**config.mk**
```make
export PLATFORM = sky130hd
export DESIGN_NAME = switch_debouncer
export DESIGN_NICKNAME = d
export VERILOG_FILES = /design/src/rtl/switch_debouncer.sv
export SDC_FILE = /design/constraint.sdc
export NUM_CORES = 1
export LEC_CHECK = 0
export ABC_CLOCK_PERIOD_IN_PS = 2500
export CELL_PAD_IN_SITES_DETAIL_PLACEMENT = 0
export CELL_PAD_IN_SITES_GLOBAL_PLACEMENT = 1
export CORE_MARGIN = 2
export CORE_UTILIZATION = 48
export DETAILED_ROUTE_END_ITERATION = 8
export PLACE_DENSITY = 0.84
export SETUP_SLACK_MARGIN = 0.4
export SLEW_MARGIN = 0
export SYNTH_ARGS = -nofsm -noshare
export SYNTH_HDL_FRONTEND = slang
export SYNTH_SLANG_ARGS = --single-unit
```
**constraint.sdc**
```tcl
create_clock -name clk -period 2.5 [get_ports clk]
set_input_delay 0.5 -clock clk [delete_from_list [all_inputs] [get_ports clk]]
set_output_delay 0.5 -clock clk [all_outputs]
set_load 0.05 [all_outputs]
```
**src/rtl/switch_debouncer.sv**
```systemverilog
// Switch input conditioning: per-bit synchronizer, startup capture, then a
// per-bit stability counter that only lets a changed level through once it has held.
module switch_debouncer #(
  parameter int unsigned WIDTH           = 4,
  parameter int unsigned SYNC_STAGES     = 2,
  parameter int unsigned DEBOUNCE_CYCLES = 480000
) (
  input  logic             clk,
  input  logic             reset,
  input  logic [WIDTH-1:0] sw_raw,
  output logic [WIDTH-1:0] s_out,
  output logic [WIDTH-1:0] rise,
  output logic [WIDTH-1:0] fall,
  output logic             changed,
  output logic             ready
);

  // A single-cycle debounce still needs a 1-bit counter to keep the port widths legal.
  localparam int unsigned CNT_W  = (DEBOUNCE_CYCLES > 1) ? $clog2(DEBOUNCE_CYCLES) : 1;
  localparam int unsigned INIT_W = $clog2(SYNC_STAGES + 1);

  localparam logic [CNT_W-1:0]  CNT_MAX   = CNT_W'(DEBOUNCE_CYCLES - 1);
  localparam logic [CNT_W-1:0]  CNT_ONE   = CNT_W'(1);
  localparam logic [INIT_W-1:0] INIT_LAST = INIT_W'(SYNC_STAGES);
  localparam logic [INIT_W-1:0] INIT_ONE  = INIT_W'(1);

  typedef enum logic {
    INIT,
    RUN
  } state_e;

  state_e                             state_q, state_d;
  logic [INIT_W-1:0]                  init_cnt_q, init_cnt_d;
  logic [SYNC_STAGES-1:0][WIDTH-1:0]  sync_q, sync_d;
  logic [WIDTH-1:0][CNT_W-1:0]        cnt_q, cnt_d;
  logic [WIDTH-1:0]                   s_out_q, s_out_d;
  logic [WIDTH-1:0]                   rise_q, rise_d;
  logic [WIDTH-1:0]                   fall_q, fall_d;
  logic                               changed_q, changed_d;
  logic                               ready_q, ready_d;
  logic [WIDTH-1:0]                   s_sync;

  assign s_sync = sync_q[SYNC_STAGES-1];

  always_comb begin
    sync_d[0] = sw_raw;
    for (int unsigned s = 1; s < SYNC_STAGES; s++) begin
      sync_d[s] = sync_q[s-1];
    end
  end

  always_comb begin
    state_d    = state_q;
    init_cnt_d = init_cnt_q;
    cnt_d      = cnt_q;
    s_out_d    = s_out_q;
    ready_d    = ready_q;
    rise_d     = '0;
    fall_d     = '0;

    case (state_q)
      INIT: begin
        // Wait until the synchronizer holds post-reset samples, then adopt them silently.
        if (init_cnt_q == INIT_LAST) begin
          s_out_d = s_sync;
          ready_d = 1'b1;
          cnt_d   = '0;
          state_d = RUN;
        end else begin
          init_cnt_d = init_cnt_q + INIT_ONE;
        end
      end
      RUN: begin
        for (int unsigned i = 0; i < WIDTH; i++) begin
          if (s_sync[i] == s_out_q[i]) begin
            cnt_d[i] = '0;
          end else if (cnt_q[i] == CNT_MAX) begin
            s_out_d[i] = s_sync[i];
            cnt_d[i]   = '0;
            rise_d[i]  = s_sync[i];
            fall_d[i]  = ~s_sync[i];
          end else begin
            cnt_d[i] = cnt_q[i] + CNT_ONE;
          end
        end
      end
      default: state_d = INIT;
    endcase

    changed_d = |(rise_d | fall_d);
  end

  always_ff @(posedge clk or negedge reset) begin
    if (!reset) begin
      state_q    <= INIT;
      init_cnt_q <= '0;
      sync_q     <= '0;
      cnt_q      <= '0;
      s_out_q    <= '0;
      rise_q     <= '0;
      fall_q     <= '0;
      changed_q  <= 1'b0;
      ready_q    <= 1'b0;
    end else begin
      state_q    <= state_d;
      init_cnt_q <= init_cnt_d;
      sync_q     <= sync_d;
      cnt_q      <= cnt_d;
      s_out_q    <= s_out_d;
      rise_q     <= rise_d;
      fall_q     <= fall_d;
      changed_q  <= changed_d;
      ready_q    <= ready_d;
    end
  end

  assign s_out   = s_out_q;
  assign rise    = rise_q;
  assign fall    = fall_q;
  assign changed = changed_q;
  assign ready   = ready_q;

endmodule

```
==> results.py, run 1 <==
metrics = {
    "timing": {
        "fmax_mhz": 496.1,
        "setup_tns_ns": 0,
        "finalSetupViolCount": 0,
        "whs_ns": 0.1395,
        "rsz0062_at_grt": "true",
        "fin_worst_skew_ns": 0.01412,
        "hold_violations": 0,
        "worstMarginPinSlew_ns": 0.7160,
        "post-route-min-period_ns": 2.016,
        "final-max-slew-violation-count": 0,
        "relSlewSlack_pct": 51.83,
        "post-route-period-util_pct": 80.62,
    },
    "yosys": {
        "synth_area_leaders": "dfrtp_1 (52%), nor2_1 (5.0%), xor2_1 (4.7%)",
        "synth_top_area_share_pct": 52.09,
        "syn-num-nets": 503,
        "synth_edf_count": 0,
        "netlist_instances": 492,
        "ys_ff_latch": 101,
        "syn_area_um2": 4852,
        "synth_cell_types": 51,
        "avgSynthCellArea_um2": 9.862,
        "async_flop_share_pct": 100.0,
        "ys_seq_area_share_pct": 52.09,
        "synth_top_cell_by_area": "dfrtp_1",
        "ys.warnings.count": 0,
        "synth-main-ff-cell": "dfrtp_1",
    },
    "clock_tree": {
        "cts_max_path_buffers": 2,
        "cts-htree-levels": 3,
        "tritoncts": "built",
        "clkTransAtPathRegs_ns": 0.10,
        "hold_buffers": 0,
        "cts_sinks": 101,
        "numCtsBuffers": 9,
        "cts-root-buf": "clkbuf_8",
        "clock_latency_ns": 0.36,
    },
    "detailed_routing": {
        "via_per_inst": 5.465,
        "wl_per_cell_um": 14.49,
        "drtPass1Iterations": 4,
        "ant_nets": 0,
        "vias": 3618,
        "drc_errors": 0,
        "first_iter_violations": 165,
        "wl_mm": 9.592,
    },
    "global_routing": {
        "overflow": 0,
        "met2_usage_pct": 29.37,
        "grt_util_met3_pct": 4.741,
        "grt_max_degree": 51,
        "first_global_vias": 3470,
        "antenna_found_initial": 0,
        "grt.busiest_layer": "met2",
        "met1_usage_pct": 26.44,
        "grt_usage_pct": 18.91,
        "grt_pass1_wl_mm": 16.73,
    },
    "critical_path": {
        "max_stage_delay_ns": 0.81,
        "cp_data_required_time_ns": 2.00,
        "slowest_stage": "clkdlybuf4s50_1",
        "worstSetupPathType": "reg -> out",
        "crit_family": "buffers and inverters",
        "crit_path_end_kind": "primary output",
        "setup.worst_path.start_class": "flop",
        "critPathBufInv": 1,
        "cp.arrival_ns": 1.52,
        "path_cells": "clkdlybuf4s50_1",
        "crit_fanout": 2,
    },
    "die": {
        "die_y_um": 104.5,
        "core-area_um2": 9774,
        "die_w_um": 104.5,
        "initial_core_util_pct": 49.64,
        "io_pins": 20,
        "die_area_um2": 10930,
        "rows": 36,
    },
    "pwr": {
        "p_leak_nw": 2.328,
        "p_per_area_nw_per_um2": 568.0,
        "vdd_drop_max_mv": 0.3329,
    },
    "final_layout": {
        "n_antenna_cell": 0,
        "area_growth_pct": 13.41,
        "finalNetCount": 536,
        "drive_above_1_share_pct": 9.452,
        "fillers": 875,
    },
    "run_status": {
        "status": "complete, no violations",
    },
    "place": {
        "portBuffers": 19,
        "place_congestion": 0.7855,
        "dpl.hpwl_mm": 6.696,
    },
    "job": {
        "max_cap_viol_count": 0,
    },
    "min_path": {
        "hold_class": "in -> async",
    },
}
[cell type report]
type                       instances  area (um2)  area share (%)
timing repair buffer              34       295.3           5.366
tap                              133       166.4           3.024
sequential                       101        2529           45.95
inverter                          15       56.30           1.023
clock inverter                     3       67.56           1.228
clock buffer                      12       165.2           3.001
multi-input combinational        364        2223           40.40
[cells in the mapped netlist, drive strengths merged, types with 2 or more instances]
cell,n
and2,4
a31oi,3
inv,15
nand2b,6
clkbuf,5
nand4b,3
mux2,7
nor4,8
nand4,15
nand3,37
mux2i,5
ha,5
o21ai,24
or4,2
o31ai,2
dfrtp,101
buf,7
xnor2,20
a21o,5
xor2,26
a22o,8
and3,9
or3,5
and4,5
nand2,50
nor3b,8
a21oi,15
nor2,64
nor3,11
[registers in the layout (all words and copies together) (netlist names)]
signal and flops:
changed 1, cnt_q 76, fall 4, init_cnt_q 2, ready 1, rise 4, s_out 4, s_sync 4
state_q 1, sync_d 4
[timing repair]
action                                  4_1_cts  5_1_grt
setup buffers                                 0        0
hold endpoints to repair                      0        0
pin swaps                                     0        1
resized for setup                             4        5
endpoints found under the setup margin        4       19
[final timing paths]
path                                       from               endpoint  slack [ns]  cells after the start
hold / removal                            reset   cnt_q[2]$_DFFE_PN0N_        0.14                      1
setup / recovery              ready$_DFFE_PN0P_                  ready        0.48                      1
min in group clk            sync_d[6]$_DFF_PN0_    s_sync[2]$_DFF_PN0_        0.35                      0
hold reg to reg             sync_d[6]$_DFF_PN0_    s_sync[2]$_DFF_PN0_        0.35                      0
max in group asynchronous                 reset  cnt_q[35]$_DFFE_PN0N_        1.70                      2
setup reg to reg           cnt_q[0]$_DFFE_PN0N_  cnt_q[11]$_DFFE_PN0N_        0.51                      6
[metal layers]
layer / vias up / part of all wire, %
met1: 1773 / 49
li1: 1787 / -
met3: 7 / 3.2
met5: - / 0
met2: 51 / 47
met4: 0 / 0.95
[metrics by stage]
stage                     worst slack (ns)  utilization, %  cells  area (um2)  power (mW)
final                               0.4845           56.30    662        5503       3.126
after global routing                0.3926           56.30    662        5503       3.282
after CTS                           0.4213           56.13    662        5487       3.174
after detailed placement            0.4380           53.80    647        5259       1.980
after global placement              0.4969           53.80    647        5259       1.971
after floorplan                     0.6302               -    492        4852       1.887
[kinds of logic (layout without fill, tap and decap cells)]
| kind of cell | count (synthesis) | after routing | share of synthesized area [%] |
|---|---|---|---|
| compound gates | 68 | 68 | 9.052 |
| flops | 101 | 101 | 52.09 |
| fa+ha+maj | 5 | 5 | 1.289 |
| buf+inv | 27 | 64 | 2.450 |
| xor+xnor | 46 | 46 | 8.303 |
| simple gates | 233 | 233 | 24.16 |
| mux | 12 | 12 | 2.656 |
[cell usage in the layout (no fill, tap or decap), drive strengths merged, types with 3 or more instances in the layout]
cell and instances:
nor4 8, or3 5, mux2i 5, nor2 64, nand4 15, nor3 11, o21ai 24, nor3b 8
xnor2 20, clkdlybuf4s50 14, dfrtp 101, and2 4, a22o 8, mux2 7, and3 9, a21oi 15
nand4b 3, inv 15, a31oi 3, nand2 50, nand2b 6, dlygate4sd2 4, clkbuf 12, buf 16
and4 5, nand3 37, xor2 26, ha 5, a21o 5
[power breakdown]
group          internal (mW)  switching [mW]
registers               1.67          0.0439
clock network          0.641           0.542
logic                 0.0832           0.143
Power figures use the tool's default switching activity.
==> run 2: changes to the inputs <==
Settings changed: ABC_CLOCK_PERIOD_IN_PS 2500 to 2100.
Clock period 2.5 ns to 2.1 ns, I/O delays scaled along.
==> run 2 against run 1 <==
Effect of this change:
- total power is 18% higher
- critical path depth up 5
- cell count rose by 11%
- flip-flop and latch count is the same
- worst setup slack got worse by 0.23 ns
- critical path type is now reg -> reg
- critical endpoint is now cnt_q[11]$_DFFE_PN0N_
- largest cell class is now multi-input combinational cells
==> results.py, run 2 (synthesis gave the netlist of run 1 again) <==
metrics = {
    "final_layout": {
        "area_growth_pct": 34.81,
        "largest_register": "cnt_q",
        "drive_above_1_share_pct": 31.79,
        "fillers": 756,
        "seqCellArea_um2": 2535,
        "mostFrequentLayoutCell": "dfrtp_1",
        "multi_input_area_um2": 2671,
        "finalNetCount": 611,
        "n_antenna_cell": 0,
        "largest_reg_flops": 76,
        "final_cell_mix": "dfrtp_1 (95), buf_4 (71), nor2_1 (48), nand2_1 (41), nand3_1 (30)",
    },
    "min_path": {
        "hold_class": "reg -> reg",
    },
    "global_routing": {
        "overflow": 0,
        "grt_pass1_wl_mm": 18.44,
        "antenna_found_initial": 0,
        "first_global_vias": 3888,
        "met1_usage_pct": 26.62,
        "grt.busiest_layer": "met2",
        "grt_usage_pct": 20.71,
        "grt_util_met3_pct": 3.618,
        "met2_usage_pct": 35.48,
        "grt_max_degree": 35,
    },
    "detailed_routing": {
        "via_per_inst": 5.589,
        "wl_per_cell_um": 15.80,
        "first_iter_violations": 164,
        "wl_mm": 11.64,
        "drc_errors": 0,
        "vias": 4119,
        "ant_nets": 0,
        "drtPass1Iterations": 5,
    },
    "place": {
        "place_congestion": 0.8047,
        "dpl.hpwl_mm": 6.886,
        "pre_cts_ws_ns": 0.1446,
        "portBuffers": 19,
    },
    "pwr": {
        "total_power_mw": 3.688,
        "clkPwrFrac_pct": 32.8,
        "vdd_drop_max_mv": 0.3083,
        "p_sw_mw": 0.9184,
        "p_leak_nw": 2.842,
        "p_per_area_nw_per_um2": 563.8,
        "combPwrFrac_pct": 11.6,
        "power_frac_seq_pct": 55.7,
        "p_int_mw": 2.770,
        "switching_share_pct": 24.90,
    },
    "critical_path": {
        "max_stage_delay_ns": 0.41,
        "cp_data_required_time_ns": 2.36,
        "crit_fanout": 6,
        "slowest_stage": "dfrtp_1",
        "crit_path_end_kind": "flop",
        "setup.worst_path.start_class": "flop",
        "cp.arrival_ns": 2.11,
        "worstSetupPathType": "reg -> reg",
        "path_cells": "ha_4 -> nand2_4 -> or3_4 -> o31a_4 -> a21o_1 -> a22o_1",
    },
    "clock_tree": {
        "clock_latency_ns": 0.37,
        "numCtsBuffers": 9,
        "cts-root-buf": "clkbuf_8",
        "clkTransAtPathRegs_ns": 0.09,
        "cts_sinks": 101,
        "cts_max_path_buffers": 2,
        "cts-htree-levels": 3,
        "tritoncts": "built",
    },
    "die": {
        "core-area_um2": 9774,
        "rows": 36,
        "die_w_um": 104.5,
        "initial_core_util_pct": 49.64,
        "io_pins": 20,
        "die_y_um": 104.5,
        "die_area_um2": 10930,
    },
    "timing": {
        "rsz0062_at_grt": "true",
        "layout_setup_ws_ns": 0.2531,
        "relSlewSlack_pct": 67.50,
        "final-max-slew-violation-count": 0,
        "finalSetupViolCount": 0,
        "post-route-min-period_ns": 1.847,
        "fmax_mhz": 541.5,
        "setup_tns_ns": 0,
        "post-route-period-util_pct": 87.95,
        "worstMarginPinSlew_ns": 0.4894,
        "hold_violations": 0,
        "fin_worst_skew_ns": 0.01195,
    },
    "job": {
        "max_cap_viol_count": 0,
    },
    "run_status": {
        "status": "complete, no violations",
    },
}
run 2: changes by cell type in the layout (fill, tap and decap cells not counted), moves of 6 or more:
cell	before	now
a21oi_1	15	4
a21oi_2	0	9
buf_4	16	71
buf_6	0	14
clkdlybuf4s50_1	14	4
nand2_1	50	41
nand2_2	0	7
nand3_1	36	30
nand3_2	1	7
nor2_1	62	48
nor2_4	0	11
run 2: worst max-delay path: cells and delay by family, from the launching register on:
family | cells | cell delay, ns
adder cells (fa/ha/maj) | 1 | 0.18
AND/OR/NAND/NOR | 2 | 0.40
AO/OA/AOI/OAI | 3 | 0.74
flip-flops | 1 | 0.41
run 2: path summary, 6_finish.rpt:
check                                     start                     to  slack [ns]  cells past startpoint
min                         sync_d[6]$_DFF_PN0_    s_sync[2]$_DFF_PN0_        0.36                      0
max in group asynchronous                 reset      state_q$_DFF_PN0_        0.94                      3
max reg2reg                cnt_q[1]$_DFFE_PN0N_  cnt_q[11]$_DFFE_PN0N_        0.25                      6
min in group asynchronous                 reset    s_sync[2]$_DFF_PN0_        0.51                      2
max                        cnt_q[1]$_DFFE_PN0N_  cnt_q[11]$_DFFE_PN0N_        0.25                      6
min reg2reg                 sync_d[6]$_DFF_PN0_    s_sync[2]$_DFF_PN0_        0.36                      0
run 2: repair_timing:
action                                  in CTS  in global routing
cloned                                       1                  2
setup buffers                               21                 36
pin swaps                                   12                 48
hold buffers                                 1                  0
endpoints found under the hold margin       26                  0
resized for setup                           56                 88
endpoints found under the setup margin      89                 74
run 2: per-layer routing:
layer,vias up,wire length (um)
met2,102,5960
met4,0,248
met3,22,462
li1,1945,-
met1,2050,4971
met5,-,0
run 2: final cells by class:
class | instances | share of cell area [%]
clock inverters | 2 | 0.5356
clock buffers | 13 | 2.276
flip-flops and latches | 101 | 38.75
inverters | 15 | 0.9181
multi-input cells | 366 | 40.84
repair buffers | 107 | 14.14
well taps | 133 | 2.544
run 2: per-stage QoR:
stage	std cells	cell area, um2	hold slack, ns	util (%)
final	737	6541	0.3598	66.92
after global routing	737	6541	0.3694	66.92
after CTS	699	5919	0.3638	60.56
after detailed placement	661	5399	0.3364	55.24
after global placement	661	5399	0.3384	55.24
after floorplan	492	4875	0.1244	-
run 2: power by group through the flow:
stage	registers [mW]	logic, mW	clock network [mW]
floorplan	2.09	0.163	0
global placement	2.08	0.276	0
detailed placement	2.08	0.283	0
CTS	2.04	0.343	1.25
global route	2.06	0.471	1.32
finish	2.05	0.427	1.21
==> run 3: changes to the inputs <==
Settings changed: SLEW_MARGIN 0 to 20.
==> results of run 3 <==
The final DEF is identical to that of run 2; final timing and power are the same.
